===== src/rtl/uart_rx_ctrl.sv =====
// UART receive frame controller: start detection, oversample edge/bit counting,
// deserialization, parity and stop checking for a majority-vote sampler.
module uart_rx_ctrl #(
  parameter int DATA_W = 8,
  parameter int PRE_W  = 6
) (
  input  logic              clk,
  input  logic              rst,
  input  logic              RX_IN,
  input  logic [PRE_W-1:0]  Prescale,
  input  logic              PAR_EN,
  input  logic              PAR_TYP,
  input  logic              sampled_bit,
  output logic              sample_en,
  output logic [4:0]        edge_count,
  output logic [DATA_W-1:0] P_DATA,
  output logic              data_valid,
  output logic              par_err,
  output logic              stp_err,
  output logic              strt_glitch,
  output logic              busy
);

  localparam int CNT_W = (DATA_W > 1) ? $clog2(DATA_W) : 1;
  localparam logic [CNT_W-1:0] BIT_LAST = CNT_W'(DATA_W - 1);

  typedef enum logic [2:0] {
    ST_IDLE   = 3'd0,
    ST_START  = 3'd1,
    ST_DATA   = 3'd2,
    ST_PARITY = 3'd3,
    ST_STOP   = 3'd4
  } state_t;

  state_t             state_r;
  logic [4:0]         edge_cnt_r;
  logic [CNT_W-1:0]   bit_cnt_r;
  logic [DATA_W-1:0]  shift_r;
  logic [DATA_W-1:0]  p_data_r;
  logic               data_valid_r;
  logic               par_err_r;
  logic               stp_err_r;
  logic               strt_glitch_r;
  logic               busy_r;

  logic [PRE_W-1:0]   prescale_m1_s;
  logic               pre_legal_s;
  logic               last_s;

  // Returns 1 when the received parity bit disagrees with the data (PAR_TYP: 0 even, 1 odd).
  function automatic logic par_mismatch(input logic [DATA_W-1:0] data,
                                        input logic              par_bit,
                                        input logic              odd);
    return par_bit ^ (^data) ^ odd;
  endfunction

  assign prescale_m1_s = Prescale - PRE_W'(1);
  assign pre_legal_s   = (Prescale == PRE_W'(8)) || (Prescale == PRE_W'(16)) ||
                         (Prescale == PRE_W'(32));
  // Decisions are taken on the final oversample edge of each bit period.
  assign last_s        = ({{(PRE_W-5){1'b0}}, edge_cnt_r} == prescale_m1_s);

  // Frame FSM with edge/bit counters and all registered status outputs.
  always_ff @(posedge clk) begin
    if (rst) begin
      state_r       <= ST_IDLE;
      edge_cnt_r    <= 5'd0;
      bit_cnt_r     <= '0;
      shift_r       <= '0;
      p_data_r      <= '0;
      data_valid_r  <= 1'b0;
      par_err_r     <= 1'b0;
      stp_err_r     <= 1'b0;
      strt_glitch_r <= 1'b0;
      busy_r        <= 1'b0;
    end else begin
      data_valid_r  <= 1'b0;
      strt_glitch_r <= 1'b0;

      if (state_r == ST_IDLE) begin
        edge_cnt_r <= 5'd0;
      end else if (last_s) begin
        edge_cnt_r <= 5'd0;
      end else begin
        edge_cnt_r <= edge_cnt_r + 5'd1;
      end

      case (state_r)
        ST_IDLE: begin
          if (!RX_IN && pre_legal_s) begin
            state_r   <= ST_START;
            busy_r    <= 1'b1;
            par_err_r <= 1'b0;
            stp_err_r <= 1'b0;
          end
        end
        ST_START: begin
          if (last_s) begin
            if (sampled_bit) begin
              state_r       <= ST_IDLE;
              busy_r        <= 1'b0;
              strt_glitch_r <= 1'b1;
            end else begin
              state_r   <= ST_DATA;
              bit_cnt_r <= '0;
            end
          end
        end
        ST_DATA: begin
          if (last_s) begin
            shift_r[bit_cnt_r] <= sampled_bit;
            if (bit_cnt_r == BIT_LAST) begin
              bit_cnt_r <= '0;
              state_r   <= PAR_EN ? ST_PARITY : ST_STOP;
            end else begin
              bit_cnt_r <= bit_cnt_r + CNT_W'(1);
            end
          end
        end
        ST_PARITY: begin
          if (last_s) begin
            par_err_r <= par_mismatch(shift_r, sampled_bit, PAR_TYP);
            state_r   <= ST_STOP;
          end
        end
        ST_STOP: begin
          if (last_s) begin
            stp_err_r <= ~sampled_bit;
            // P_DATA only ever reflects a clean frame.
            if (sampled_bit && !par_err_r) begin
              p_data_r     <= shift_r;
              data_valid_r <= 1'b1;
            end
            state_r <= ST_IDLE;
            busy_r  <= 1'b0;
          end
        end
        default: begin
          state_r <= ST_IDLE;
          busy_r  <= 1'b0;
        end
      endcase
    end
  end

  assign sample_en   = busy_r;
  assign busy        = busy_r;
  assign edge_count  = edge_cnt_r;
  assign P_DATA      = p_data_r;
  assign data_valid  = data_valid_r;
  assign par_err     = par_err_r;
  assign stp_err     = stp_err_r;
  assign strt_glitch = strt_glitch_r;

endmodule


===== config.mk =====
export PLATFORM = sky130hd
export DESIGN_NAME = uart_rx_ctrl
export DESIGN_NICKNAME = d
export VERILOG_FILES = /design/src/rtl/uart_rx_ctrl.sv
export SDC_FILE = /design/constraint.sdc
export NUM_CORES = 1
export LEC_CHECK = 0
export CAP_MARGIN = 20
export CORE_MARGIN = 2
export CORE_UTILIZATION = 55
export CTS_BUF_LIST = sky130_fd_sc_hd__clkbuf_8
export DETAILED_ROUTE_END_ITERATION = 6
export GPL_TIMING_DRIVEN = 0
export PLACE_DENSITY_LB_ADDON = 0.25
export SETUP_SLACK_MARGIN = 0.1
export SYNTH_ARGS = -nofsm -noshare
export SYNTH_HDL_FRONTEND = slang
export SYNTH_SLANG_ARGS = --single-unit

===== constraint.sdc =====
create_clock -name clk -period 6.3 [get_ports clk]
set_input_delay 0.63 -clock clk [delete_from_list [all_inputs] [get_ports clk]]
set_output_delay 0.63 -clock clk [all_outputs]
set_load 0.005 [all_outputs]

# == After elaboration in Yosys (flattened, before gate mapping) ==
# Index checks and enable logic that the tools add are counted.
# word_totals
regBits,32
in_bits,12
output_inout_bits,19
word_cells,91
# op_classes
addsub,3
order_cmp,2
eq_ne,17
n_mux,29
bitwise_logic,7
reduce_logical,23
# op_table
cell,count
3-bit two-way mux,11
3-bit case mux with 5 select lines,1
"2-bit != test, second input constant",7
1-bit two-way mux,10
3-bit AND reduction,3
3-bit OR reduction,3
8-bit bitwise mux,1
8-bit XOR reduction,1
"3-bit by 2-bit == test with 1-bit output, second input constant",2
"3-bit == test, second input constant",2
5-bit by 6-bit == test with 1-bit output,1
"6-bit by 4-bit == test with 1-bit output, second input constant",1
"6-bit by 5-bit == test with 1-bit output, second input constant",1
"6-bit == test, second input constant",1
3-bit case mux with 2 select lines,1
6-bit AND reduction,1
2-bit nonzero test,3
"6-bit by 1-bit subtractor with 6-bit output, second input constant",1
"5-bit by 1-bit adder with 5-bit output, second input constant",1
1-bit NOT,5
5-bit AND reduction,1
"3-bit by 4-bit less-than comparator with 1-bit output, second input constant",1
1-bit case mux with 2 select lines,2
1-bit case mux with 4 select lines,1
other kinds (14),19

# == Depth between registers and ports, before layout ==
# Gate-level depths: netlist (run 1).
# logic_depth
depth_word,6
depth_mapped,9
depth_no_buf,7

# == Least setup slack after synthesis (run 1) ==
# No wires, ideal clock.
# synth_path
path_type,input to register
from,input port Prescale[0]
to,register shift_r[5]
setup_ps,127
t_arrival_ps,2299
path_slack_ps,3873
path_stages,8
path_buffers,1
cell_sequence,inv_1 ha_1 o21ba_1 a221o_1 and2_4 buf_6 or4_4 mux2i_1
# synth_between
elab_chain_len,3
# synth_lines
item,line_no,text
from (decl),10,"input logic [PRE_W-1:0] Prescale,"
6-bit by 1-bit subtractor with 6-bit output,57,assign prescale_m1_s = Prescale - PRE_W'(1);
5-bit by 6-bit == test with 1-bit output,61,"assign last_s = ({{(PRE_W-5){1'b0}}, edge_cnt_r} == prescale_m1_s);"
2-bit AND reduction (no source line),n/a,
"to (signal, indexed assignment)",111,shift_r[bit_cnt_r] <= sampled_bit;
to (decl),38,logic [DATA_W-1:0] shift_r;
# No other way between the ends.
# A chain may end at the register's enable or synchronous reset.

# == Worst setup path after layout (run 1) ==
# layout_path
from,input port Prescale[0]
to,register par_err_r (netlist: par_err)
# layout_between
elab_chain_len,6
elab_cells_between_ends,11
# layout_lines
item,line_no,text
"parallel branches: the longest is 5 deep, another holds 6-bit by 1-bit subtractor with 6-bit output",n/a,
3-bit AND reduction (no source line) (*),n/a,
to (signal assigned),122,"par_err_r <= par_mismatch(shift_r, sampled_bit, PAR_TYP);"
to (decl),41,logic par_err_r;
# Mark *: on every way between the ends.

==> run metrics, run 1 <==
Worst Path Arrival 3.15 ns; outcome finished clean; crit path max fanout 10; WL final 4.946 mm; Die Ht 64.03 um; Cell Area, Placed 2330 um^2; Post-synth EDFFs 0; Iteration-0 DRC Markers 220; pre-CTS WS 3.114 ns; Leakage 0.8421 nW; final hold vios 0; Pre-Repair DR Iteration Count 4; post-CTS sizing 0; Worst Setup End Kind register; crit-path leading delay family buffers and inverters; WL per Instance 15.60 um; Synth top area share 32.32%; I/O pin total 31; TritonCTS sink count 32; Tightest Pin Transition 0.9493 ns; Die ar. 4100 um^2; Post-Syn Area 1982 um^2; grt total ovfl 0; H-tree depth 2; number of max-cap violations 0; first-pass GRT wire length 8.321 mm; YS warnings 0; worst hold path type reg -> reg; post-synthesis sequential area ratio 32.32%; total power 0.4552 mW; CTS buffer count 5; CP max-delay cell clkdlybuf4s50_1; PortBufs 29; layout cells sized above 1 8.487%; largest area contributor in the netlist dfxtp_1; Post-CTS Setup Bufs 0; data required time of the worst path 6.48 ns; RSZ-0062 raised after global routing no; Setup Crit Path Kind in -> reg; hold_buf cts 0; CTS max path bufs 2; syn nets 252; Root Buffer clkbuf_8; PnR worst setup slack 3.329 ns; std cell rows 21; via count 1891; Yosys cell types 54; CTS tree built; CTS clk-pin slew, worst paths 0.07 ns; Top FF cell, synth dfxtp_1; Tcrit/Tclk final 47.16%; PD cells 187.6 nW/um^2; gr usage total 26.26%; Synth-to-Final Area Change 22.41%; CP bufs+invs 3; fmax 336.6 MHz; DRC viols 0; clock latency on the worst-skew pair 0.29 ns; antenna cell count 0; cell with the most instances after synthesis dfxtp_1; ys async rst share 0%; worst stage delay on the critical path 0.52 ns; top post-synthesis cells by count dfxtp_1 (32), nand2_1 (18), nand3_1 (16); vias per cell 5.965; Slew headroom 36.22%; crit start category input port; Finished Cell Area 2426 um^2; number of global-route vias before repair 1692; initial antenna violation count 0; clock skew 0.006648 ns; GP Congestion 0.9569; Core Region 3390 um^2; maximum vdd drop 0.1048 mV; cells after synthesis 235; Die Wd 64.03 um; Nets 288; Post-DRT Antenna Nets 0; largest net degree at the start of global routing 11; Synth Register Bits 32; synth top area cells dfxtp_1 (32%), xnor2_1 (5.7%), mux2i_1 (4.5%); endpoints failing setup 0; Final Max Slew Viols 0; setup TNS 0 ns; fin util 71.58%; Fillers 265; minimum clock period 2.971 ns; crit-path cells clkdlybuf4s50_1, inv_1, ha_1, o21ba_1, a221o_1, nand2_1, clkbuf_1, a41oi_1, o41ai_1; starting density of the core 58.47%; Mean Syn Cell Area 8.434 um^2; hpwl dp 3.662 mm
==> cell usage in the layout (no fill, tap or decap), types with 2 or more instances in the layout <==
cell type	count
a31oi_1	2
nand2b_1	2
nor3b_1	3
o211ai_1	2
or2_2	2
nor4_1	8
xor2_1	7
mux2i_1	9
buf_6	2
dfxtp_1	32
buf_2	3
nand2_1	18
ha_1	5
inv_1	6
a22o_1	2
clkbuf_8	7
clkbuf_1	11
or4_1	3
a21oi_1	13
a41oi_1	2
nor2_1	7
buf_1	3
nand4_1	11
o21ai_0	6
nor2b_1	2
and2_1	2
clkdlybuf4s50_1	29
nor3_1	6
o31ai_1	8
nor4b_1	5
xnor2_1	13
nand3_1	16
==> registers in the layout, indices dropped and copies added, names as in the netlist <==
name         count
edge_count       5
bit_cnt_r        3
stp_err          1
par_err          1
busy             1
strt_glitch      1
data_valid       1
state_r          3
P_DATA           8
shift_r          8
==> kinds of logic (layout without fill, tap and decap cells) <==
| group | count (synthesis) | after routing | share of synthesized area, % |
|---|---|---|---|
| AOI/OAI and AO/OA | 50 | 50 | 17.80 |
| xor gates and xnor gates | 20 | 20 | 8.838 |
| adders and majority gates | 5 | 5 | 3.157 |
| buffers and inverters | 26 | 62 | 6.060 |
| DFF | 32 | 32 | 32.32 |
| muxes | 10 | 10 | 5.114 |
| and+or+nand+nor | 92 | 92 | 26.70 |
==> through the flow <==
| step | instances | hold WS (ns) |
|---|---|---|
| after floorplan | 235 | 0.4603 |
| after detailed placement | 310 | 0.4573 |
| after global placement | 310 | 0.4525 |
| final | 317 | 0.4642 |
| after global routing | 317 | 0.4859 |
| after CTS | 317 | 0.4661 |
==> final cells by class <==
type                    count  area [um^2]  area share (%)
well taps                  46        57.56           2.372
multi-input cells         177         1221           50.34
inverters                   6        22.52          0.9283
plain buffers              20        97.59           4.023
repair buffers             29        290.3           11.96
clock buffers               7        96.34           3.971
flip-flops and latches     32        640.6           26.41
==> worst paths after layout <==
kind,endpoint,slack [ns],from,cells past startpoint
max reg2reg,bit_cnt_r[0],3.89,state_r[1],5
min,P_DATA[5],0.46,P_DATA[5],2
max,par_err,3.33,Prescale[0],9
min reg2reg,P_DATA[5],0.46,P_DATA[5],2
==> where the power goes <==
| group | switching [mW] | internal, mW |
|---|---|---|
| registers | 0.00242 | 0.205 |
| logic | 0.0482 | 0.0289 |
| clock network | 0.0738 | 0.0972 |
==> metal layers <==
layer | up-vias | GRT usage, % | wire length (um) | share of wire, %
li1 | 946 | - | - | -
met4 | 0 | 7.880 | 55 | 1.1
met1 | 868 | 37.51 | 2335 | 47
met5 | - | 0 | 0 | 0
met2 | 70 | 38.67 | 2186 | 44
met3 | 7 | 6.690 | 369 | 7.5
==> worst min-delay path, stage by stage (launching register included) <==
cell and delay [ns]:
dfxtp_1 0.31, o31ai_1 0.06, a21oi_1 0.05
(Power assumes the default switching activity.)
==> run 2, diff against run 1 <==
clock period = 3.1 ns   (was 6.3 ns; I/O delays follow)
==> results of run 2 <==
The final DEF is identical to that of run 1. Status: finished clean.
Among the figures that moved: setup slack after placement 3.114 ns -> 0.2335 ns; setup slack after layout 3.329 ns -> 0.4490 ns; register-to-register setup slack 3.89 ns -> 0.69 ns; total power 0.4552 mW -> 0.9251 mW; worst IR drop on VDD 0.1048 mV -> 0.2130 mV
